[src/rtl/fetch_pkg.sv]
// Shared types and constants for the RV32I instruction-fetch stage.
// Used by the fetch unit, its prefetch buffer and the testbench.
package fetch_pkg;

  localparam logic [31:0] NOP_INSTR = 32'h0000_0013;

  typedef struct packed {
    logic [31:0] pc;
    logic [31:0] instr;
  } fetch_entry_t;

  function automatic logic [31:0] pc_plus4(input logic [31:0] pc);
    return pc + 32'd4;
  endfunction

endpackage

[src/rtl/fetch_if.sv]
// Instruction-memory req/gnt/rvalid port, one outstanding request.
// master = fetch unit, slave = instruction memory.
interface fetch_if;

  logic        IMemReq;
  logic [31:0] IMemAddr;
  logic        IMemGnt;
  logic        IMemRValid;
  logic [31:0] IMemRData;

  modport master (
    output IMemReq, IMemAddr,
    input  IMemGnt, IMemRValid, IMemRData
  );

  modport slave (
    input  IMemReq, IMemAddr,
    output IMemGnt, IMemRValid, IMemRData
  );

endinterface

[src/rtl/fetch_buffer.sv]
// Prefetch FIFO of {pc, instr}; registered, head visible the cycle after push.
// Flush beats push and pop; push into a full buffer without a pop is dropped.
module fetch_buffer
  import fetch_pkg::*;
#(
  parameter int DEPTH = 2
) (
  input  logic                         clk,
  input  logic                         rst_n,
  input  logic                         push,
  input  fetch_entry_t                 push_dat,
  input  logic                         pop,
  input  logic                         flush,
  output fetch_entry_t                 head_dat,
  output logic [$clog2(DEPTH+1)-1:0]   count
);

  localparam int PW = $clog2(DEPTH);
  localparam int CW = $clog2(DEPTH+1);

  fetch_entry_t  mem_q [DEPTH];
  logic [PW-1:0] wr_ptr_q, wr_ptr_d;
  logic [PW-1:0] rd_ptr_q, rd_ptr_d;
  logic [CW-1:0] count_q, count_d;
  logic          do_push, do_pop;

  // Pointers wrap explicitly so non-power-of-two depths work.
  function automatic logic [PW-1:0] ptr_inc(input logic [PW-1:0] p);
    return (p == PW'(DEPTH-1)) ? '0 : p + PW'(1);
  endfunction

  always_comb begin
    do_pop   = pop & ~flush & (count_q != '0);
    do_push  = push & ~flush & ((count_q != CW'(DEPTH)) | do_pop);
    wr_ptr_d = wr_ptr_q;
    rd_ptr_d = rd_ptr_q;
    count_d  = count_q;
    if (flush) begin
      wr_ptr_d = '0;
      rd_ptr_d = '0;
      count_d  = '0;
    end else begin
      if (do_push) wr_ptr_d = ptr_inc(wr_ptr_q);
      if (do_pop)  rd_ptr_d = ptr_inc(rd_ptr_q);
      count_d = count_q + CW'(do_push) - CW'(do_pop);
    end
  end

  always_ff @(posedge clk or negedge rst_n) begin
    if (!rst_n) begin
      wr_ptr_q <= '0;
      rd_ptr_q <= '0;
      count_q  <= '0;
    end else begin
      wr_ptr_q <= wr_ptr_d;
      rd_ptr_q <= rd_ptr_d;
      count_q  <= count_d;
    end
  end

  always_ff @(posedge clk) begin
    if (do_push) mem_q[wr_ptr_q] <= push_dat;
  end

  assign head_dat = mem_q[rd_ptr_q];
  assign count    = count_q;

endmodule

[src/rtl/fetch_unit.sv]
// RV32I fetch stage: owns FetchPC, one-outstanding imem port and a prefetch buffer.
// Grant N, rvalid N+k, ValidF N+k+1; Stall holds the head, issue stops when buffer slots are reserved.
module fetch_unit
  import fetch_pkg::*;
#(
  parameter logic [31:0] RESET_PC  = 32'h0000_0000,
  parameter int          BUF_DEPTH = 2
) (
  input  logic        clk,
  input  logic        rst_n,
  input  logic        Stall,
  input  logic        PCSrcE,
  input  logic [31:0] PCTargetE,
  fetch_if.master     imem,
  output logic [31:0] InstrF,
  output logic [31:0] PCF,
  output logic [31:0] PCPlus4F,
  output logic        ValidF
);

  localparam int CW = $clog2(BUF_DEPTH+1);
  localparam int OW = CW + 1;

  logic [31:0]   fetch_pc_q, fetch_pc_d;
  logic [31:0]   req_addr_q, req_addr_d;
  logic          outstanding_q, outstanding_d;
  logic          drop_pending_q, drop_pending_d;

  logic [CW-1:0] buf_count;
  fetch_entry_t  buf_head, push_dat;
  logic          pop, push, issue, gnt, rsp_vld;
  logic [OW-1:0] occupancy;

  always_comb begin
    ValidF    = (buf_count != '0);
    pop       = ValidF & ~Stall & ~PCSrcE;
    rsp_vld   = imem.IMemRValid & outstanding_q;
    // Entries held after this cycle plus the one still in flight.
    occupancy = OW'(buf_count) + OW'(outstanding_q) - OW'(pop);
    issue     = ~PCSrcE & ~drop_pending_q & (~outstanding_q | imem.IMemRValid)
              & (occupancy < OW'(BUF_DEPTH));
    gnt       = issue & imem.IMemGnt;
    push      = rsp_vld & ~drop_pending_q & ~PCSrcE;
    push_dat  = '{pc: req_addr_q, instr: imem.IMemRData};
  end

  always_comb begin
    fetch_pc_d     = fetch_pc_q;
    req_addr_d     = req_addr_q;
    outstanding_d  = outstanding_q;
    drop_pending_d = drop_pending_q;
    if (rsp_vld) begin
      outstanding_d  = 1'b0;
      drop_pending_d = 1'b0;
    end
    if (PCSrcE) begin
      fetch_pc_d = PCTargetE;
      if (outstanding_q & ~rsp_vld) drop_pending_d = 1'b1;
    end else if (gnt) begin
      fetch_pc_d    = pc_plus4(fetch_pc_q);
      req_addr_d    = fetch_pc_q;
      outstanding_d = 1'b1;
    end
  end

  always_ff @(posedge clk or negedge rst_n) begin
    if (!rst_n) begin
      fetch_pc_q     <= RESET_PC;
      req_addr_q     <= RESET_PC;
      outstanding_q  <= 1'b0;
      drop_pending_q <= 1'b0;
    end else begin
      fetch_pc_q     <= fetch_pc_d;
      req_addr_q     <= req_addr_d;
      outstanding_q  <= outstanding_d;
      drop_pending_q <= drop_pending_d;
    end
  end

  fetch_buffer #(
    .DEPTH(BUF_DEPTH)
  ) u_fetch_buffer (
    .clk      (clk),
    .rst_n    (rst_n),
    .push     (push),
    .push_dat (push_dat),
    .pop      (pop),
    .flush    (PCSrcE),
    .head_dat (buf_head),
    .count    (buf_count)
  );

  // Request is masked while reset is held so the port is quiet during reset.
  assign imem.IMemReq  = issue & rst_n;
  assign imem.IMemAddr = fetch_pc_q;

  always_comb begin
    InstrF   = ValidF ? buf_head.instr : NOP_INSTR;
    PCF      = ValidF ? buf_head.pc    : fetch_pc_q;
    PCPlus4F = pc_plus4(PCF);
  end

  unexpected_rvalid_a : assert property (
    @(posedge clk) disable iff (!rst_n) imem.IMemRValid |-> outstanding_q
  ) else $warning("fetch_unit: IMemRValid with no outstanding request, ignored");

endmodule

[src/flat_wrapper.sv]
// flat-port wrapper written by rule: the top's interface ports become plain ports
module fetch_unit_flat import fetch_pkg::*;
#(
  parameter logic [31:0] RESET_PC  = 32'h0000_0000,
  parameter int          BUF_DEPTH = 2
)
  (clk, rst_n, Stall, PCSrcE, PCTargetE, InstrF, PCF, PCPlus4F, ValidF, imem_IMemReq, imem_IMemAddr, imem_IMemGnt, imem_IMemRValid, imem_IMemRData);
  fetch_if imem_i ();
  input  logic clk;
  input  logic rst_n;
  input  logic Stall;
  input  logic PCSrcE;
  input  logic [31:0] PCTargetE;
  output logic [31:0] InstrF;
  output logic [31:0] PCF;
  output logic [31:0] PCPlus4F;
  output logic ValidF;
  output wire logic [$bits(imem_i.IMemReq)-1:0] imem_IMemReq;
  output wire logic [$bits(imem_i.IMemAddr)-1:0] imem_IMemAddr;
  input wire logic [$bits(imem_i.IMemGnt)-1:0] imem_IMemGnt;
  input wire logic [$bits(imem_i.IMemRValid)-1:0] imem_IMemRValid;
  input wire logic [$bits(imem_i.IMemRData)-1:0] imem_IMemRData;
  assign imem_IMemReq = imem_i.IMemReq;
  assign imem_IMemAddr = imem_i.IMemAddr;
  assign imem_i.IMemGnt = imem_IMemGnt;
  assign imem_i.IMemRValid = imem_IMemRValid;
  assign imem_i.IMemRData = imem_IMemRData;
  fetch_unit #(.RESET_PC(RESET_PC), .BUF_DEPTH(BUF_DEPTH)) u_core (.clk(clk), .rst_n(rst_n), .Stall(Stall), .PCSrcE(PCSrcE), .PCTargetE(PCTargetE), .imem(imem_i), .InstrF(InstrF), .PCF(PCF), .PCPlus4F(PCPlus4F), .ValidF(ValidF));
endmodule
[config.mk]
export PLATFORM = sky130hd
export DESIGN_NAME = fetch_unit_flat
export DESIGN_NICKNAME = d
export VERILOG_FILES = /design/src/rtl/fetch_pkg.sv /design/src/rtl/fetch_if.sv /design/src/rtl/fetch_buffer.sv /design/src/rtl/fetch_unit.sv /design/src/flat_wrapper.sv
export SDC_FILE = /design/constraint.sdc
export NUM_CORES = 1
export LEC_CHECK = 0
export CAP_MARGIN = 0
export CORE_MARGIN = 2
export CORE_UTILIZATION = 50
export DETAILED_ROUTE_END_ITERATION = 7
export GPL_TIMING_DRIVEN = 0
export PLACE_DENSITY = 0.77
export SLEW_MARGIN = 20
export SYNTH_ARGS = -nofsm -noshare
export SYNTH_HDL_FRONTEND = slang
export SYNTH_HIERARCHICAL = 1
export SYNTH_SLANG_ARGS = --single-unit
[constraint.sdc]
create_clock -name clk -period 5.96 [get_ports clk]
set_input_delay 1.49 -clock clk [delete_from_list [all_inputs] [get_ports clk]]
set_output_delay 1.49 -clock clk [all_outputs]
set_load 0.1 [all_outputs]
==> results.py <==
metrics = {
    "status": {
        "status": "finished, final reports clean",
    },
    "die": {
        "die_w_um": 142,
        "die-area_um2": 20100,
        "rows": 50,
        "pin_count": 200,
        "start_util_pct": 50.8,
        "die_h_um": 142,
        "fp.coreArea_um2": 18600,
    },
    "detailed_routing": {
        "drt-total-wl_mm": 27.7,
        "wire_per_inst_um": 21.3,
        "drtAntennaViolNets": 0,
        "viasPerCell": 5.88,
        "drt_iter0_drc": 747,
        "vias": 7636,
        "drt_pre_antenna_iters": 6,
        "drc": 0,
    },
    "clock_tree": {
        "cts_tree": "done",
        "post_cts_buffers": 0,
        "cts_buffers": 17,
        "root_buffer": "clkbuf_16",
        "htree_levels": 4,
        "insertion_delay_ns": 0.44,
        "clock-sinks": 198,
        "path_clk_slew_ns": 0.07,
        "cts_buffer_depth": 2,
    },
    "placed_design": {
        "pre_cts_ws_ns": -1.51,
        "gp_congestion": 0.916,
        "dp_hpwl_mm": 19.4,
        "port_buffers": 199,
    },
    "sta": {
        "final_hold_viol_count": 0,
        "finalCritPeriodShare_pct": 98.3,
        "setup_viol": 0,
        "min_period_ns": 5.86,
        "slew_viol_final": 0,
        "finClkSkew_ns": 0.00635,
        "layout_setup_ws_ns": 0.100,
        "hold_slack_ns": 0.470,
        "tightest_slew_ns": 1.04,
        "max_freq_mhz": 171,
        "relSlewSlack_pct": 30.3,
        "rsz0062_at_grt": "no",
    },
    "yosys": {
        "synth-seq-cells": 198,
        "synth.distinct_cells": 57,
        "yosys_most_used_dff": "edfxtp_1",
        "netlist_area_um2": 9470,
        "synth_top_area_cell": "edfxtp_1",
        "synth_cells": 827,
        "synthTopCellsByArea": "edfxtp_1 41%, dfrtp_1 18%, mux2_2 8.4%",
        "syn_avg_cell_area_um2": 11.5,
        "ys_warn_count": 6,
        "syn_nets": 903,
        "yosysSeqAreaShare_pct": 59.1,
        "yosysTopAreaCellShare_pct": 40.6,
        "ys_async_sr_fraction_pct": 35.4,
        "synth-edff-count": 128,
    },
    "cells_and_area": {
        "final_nets": 1128,
        "n_antenna_cell": 0,
        "drive_above_1_share_pct": 17.6,
        "final_cell_mix": "194 x nand2_1, 175 x clkdlybuf4s50_1, 128 x edfxtp_1, 71 x mux2_2, 68 x dfrtp_1",
        "final_common_cell": "nand2_1",
        "postLayoutCoreUtil_pct": 68.6,
        "area_growth_syn_to_layout_pct": 34.9,
    },
    "setup_path": {
        "startpoint_type": "register",
        "cp_max_fo": 10,
        "cp.arrival_ns": 4.37,
        "crit_type": "reg2out",
        "critPathCaptureType": "output port",
        "required_ns": 4.47,
    },
    "power": {
        "vdd_drop_max_mv": 0.275,
        "power_mw": 4.49,
        "p_leak_nw": 4.95,
        "powerDensity_nw_per_um2": 351,
    },
    "hold_path": {
        "hold_path_class": "reg2reg",
    },
    "grt": {
        "grt_max_degree": 54,
        "grt_pass1_vias": 7458,
        "grt_pass1_wl_mm": 41.8,
        "grt.total_usage_pct": 27.7,
        "gr-total-overflow": 0,
        "antenna_found_initial": 0,
    },
    "job": {
        "max-cap-violations": 0,
    },
}
## kinds of logic (layout without fill, tap and decap cells)
family / Yosys count / after routing / share of synthesized area, %
DFF: 198 / 198 / 59.1
and+or+nand+nor: 349 / 349 / 17.8
adders and majority gates: 6 / 6 / 0.872
xor gates and xnor gates: 39 / 39 / 3.61
AOI/OAI and AO/OA: 93 / 93 / 6.51
muxes: 79 / 79 / 9.28
buffers and inverters: 63 / 301 / 2.88
## final timing paths
check | start | end | slack [ns] | cells after the start
worst min register to register | u_core/req_addr_q[24] | u_core/u_fetch_buffer/mem_q[1][56] | 0.47 | 0
min in group asynchronous | rst_n | u_core/req_addr_q[16] | 0.93 | 1
max in group asynchronous | rst_n | u_core/u_fetch_buffer/count[1] | 4.44 | 2
worst max register to register | u_core/u_fetch_buffer/count[0] | u_core/req_addr_q[30] | 1.44 | 13
worst min-delay path | u_core/req_addr_q[24] | u_core/u_fetch_buffer/mem_q[1][56] | 0.47 | 0
worst max-delay path | u_core/u_fetch_buffer/count[0] | PCPlus4F[15] | 0.10 | 9
## layer usage
layer  up-vias  GRT usage [%]  routed length (um)
met5         -              0                   0
met4         0           11.7                 957
met3        69           7.09                2870
met2       479           43.9               12900
met1      3683           36.6               11000
li1       3405              -                   -
## worst max-delay path: stages (launching register included)
cell             delay, ns
dfrtp_2               0.48
buf_2                 0.30
clkbuf_1              0.53
o211ai_1              0.18
o21ai_0               0.25
nand4_1               0.38
buf_2                 0.33
nor2_1                0.17
xnor2_1               0.14
clkdlybuf4s50_1       1.16
## cells in the mapped netlist (4+ instances only)
library cell / count
a21oi_1: 7
a22oi_1: 5
a31oi_1: 6
and2_1: 33
and3_1: 4
buf_1: 5
buf_2: 8
buf_4: 7
clkbuf_1: 28
dfrtp_1: 70
edfxtp_1: 128
ha_1: 5
inv_1: 14
mux2_2: 71
mux2i_1: 8
nand2_1: 195
nand2b_1: 6
nand3_1: 21
nand4_1: 13
nand4bb_1: 6
nor2_1: 24
nor3_1: 15
nor4_1: 7
o211ai_1: 19
o21ai_0: 35
o311ai_0: 4
or3_1: 4
xnor2_1: 13
xor2_1: 26
## cell type report
class,count,area (um2)
Sequential cell,198,5600
Buffer,48,236
Clock inverter,15,138
Fill cell,1426,5860
Multi-Input combinational cell,566,3890
Timing Repair Buffer,206,2140
Clock buffer,17,425
Tap cell,234,293
Inverter,15,61.3
## registers in the layout (all words and copies together) (netlist names)
register,count
u_core/u_fetch_buffer/rd_ptr_q,1
u_core/u_fetch_buffer/wr_ptr_q,1
u_core/u_fetch_buffer/count,2
u_core/outstanding_q,1
u_core/u_fetch_buffer/mem_q,128
u_core/req_addr_q,32
u_core/imem.IMemAddr,32
u_core/drop_pending_q,1
## report_power, final
group / switching, mW / internal, mW
Clock: 0.547 / 0.552
Sequential: 0.141 / 1.68
Combinational: 1.19 / 0.377
## repair_timing
item                                   CTS  global route
endpoints found under the hold margin    0             0
resized for setup                       89            19
hold buffers                             0             0
gates cloned                             0             0
setup endpoints to repair               23            24
pin swaps                                0             0
## per-stage QoR
step	TNS, ns	std cells	instance area, um2
floorplan	0	827	9700
global placement	-358.10	1260	12000
detailed placement	-17.11	1267	12200
CTS	0	1299	12800
global route	0	1299	12800
finish	0	1299	12800
No activity file was read; power rests on OpenSTA's default activity.
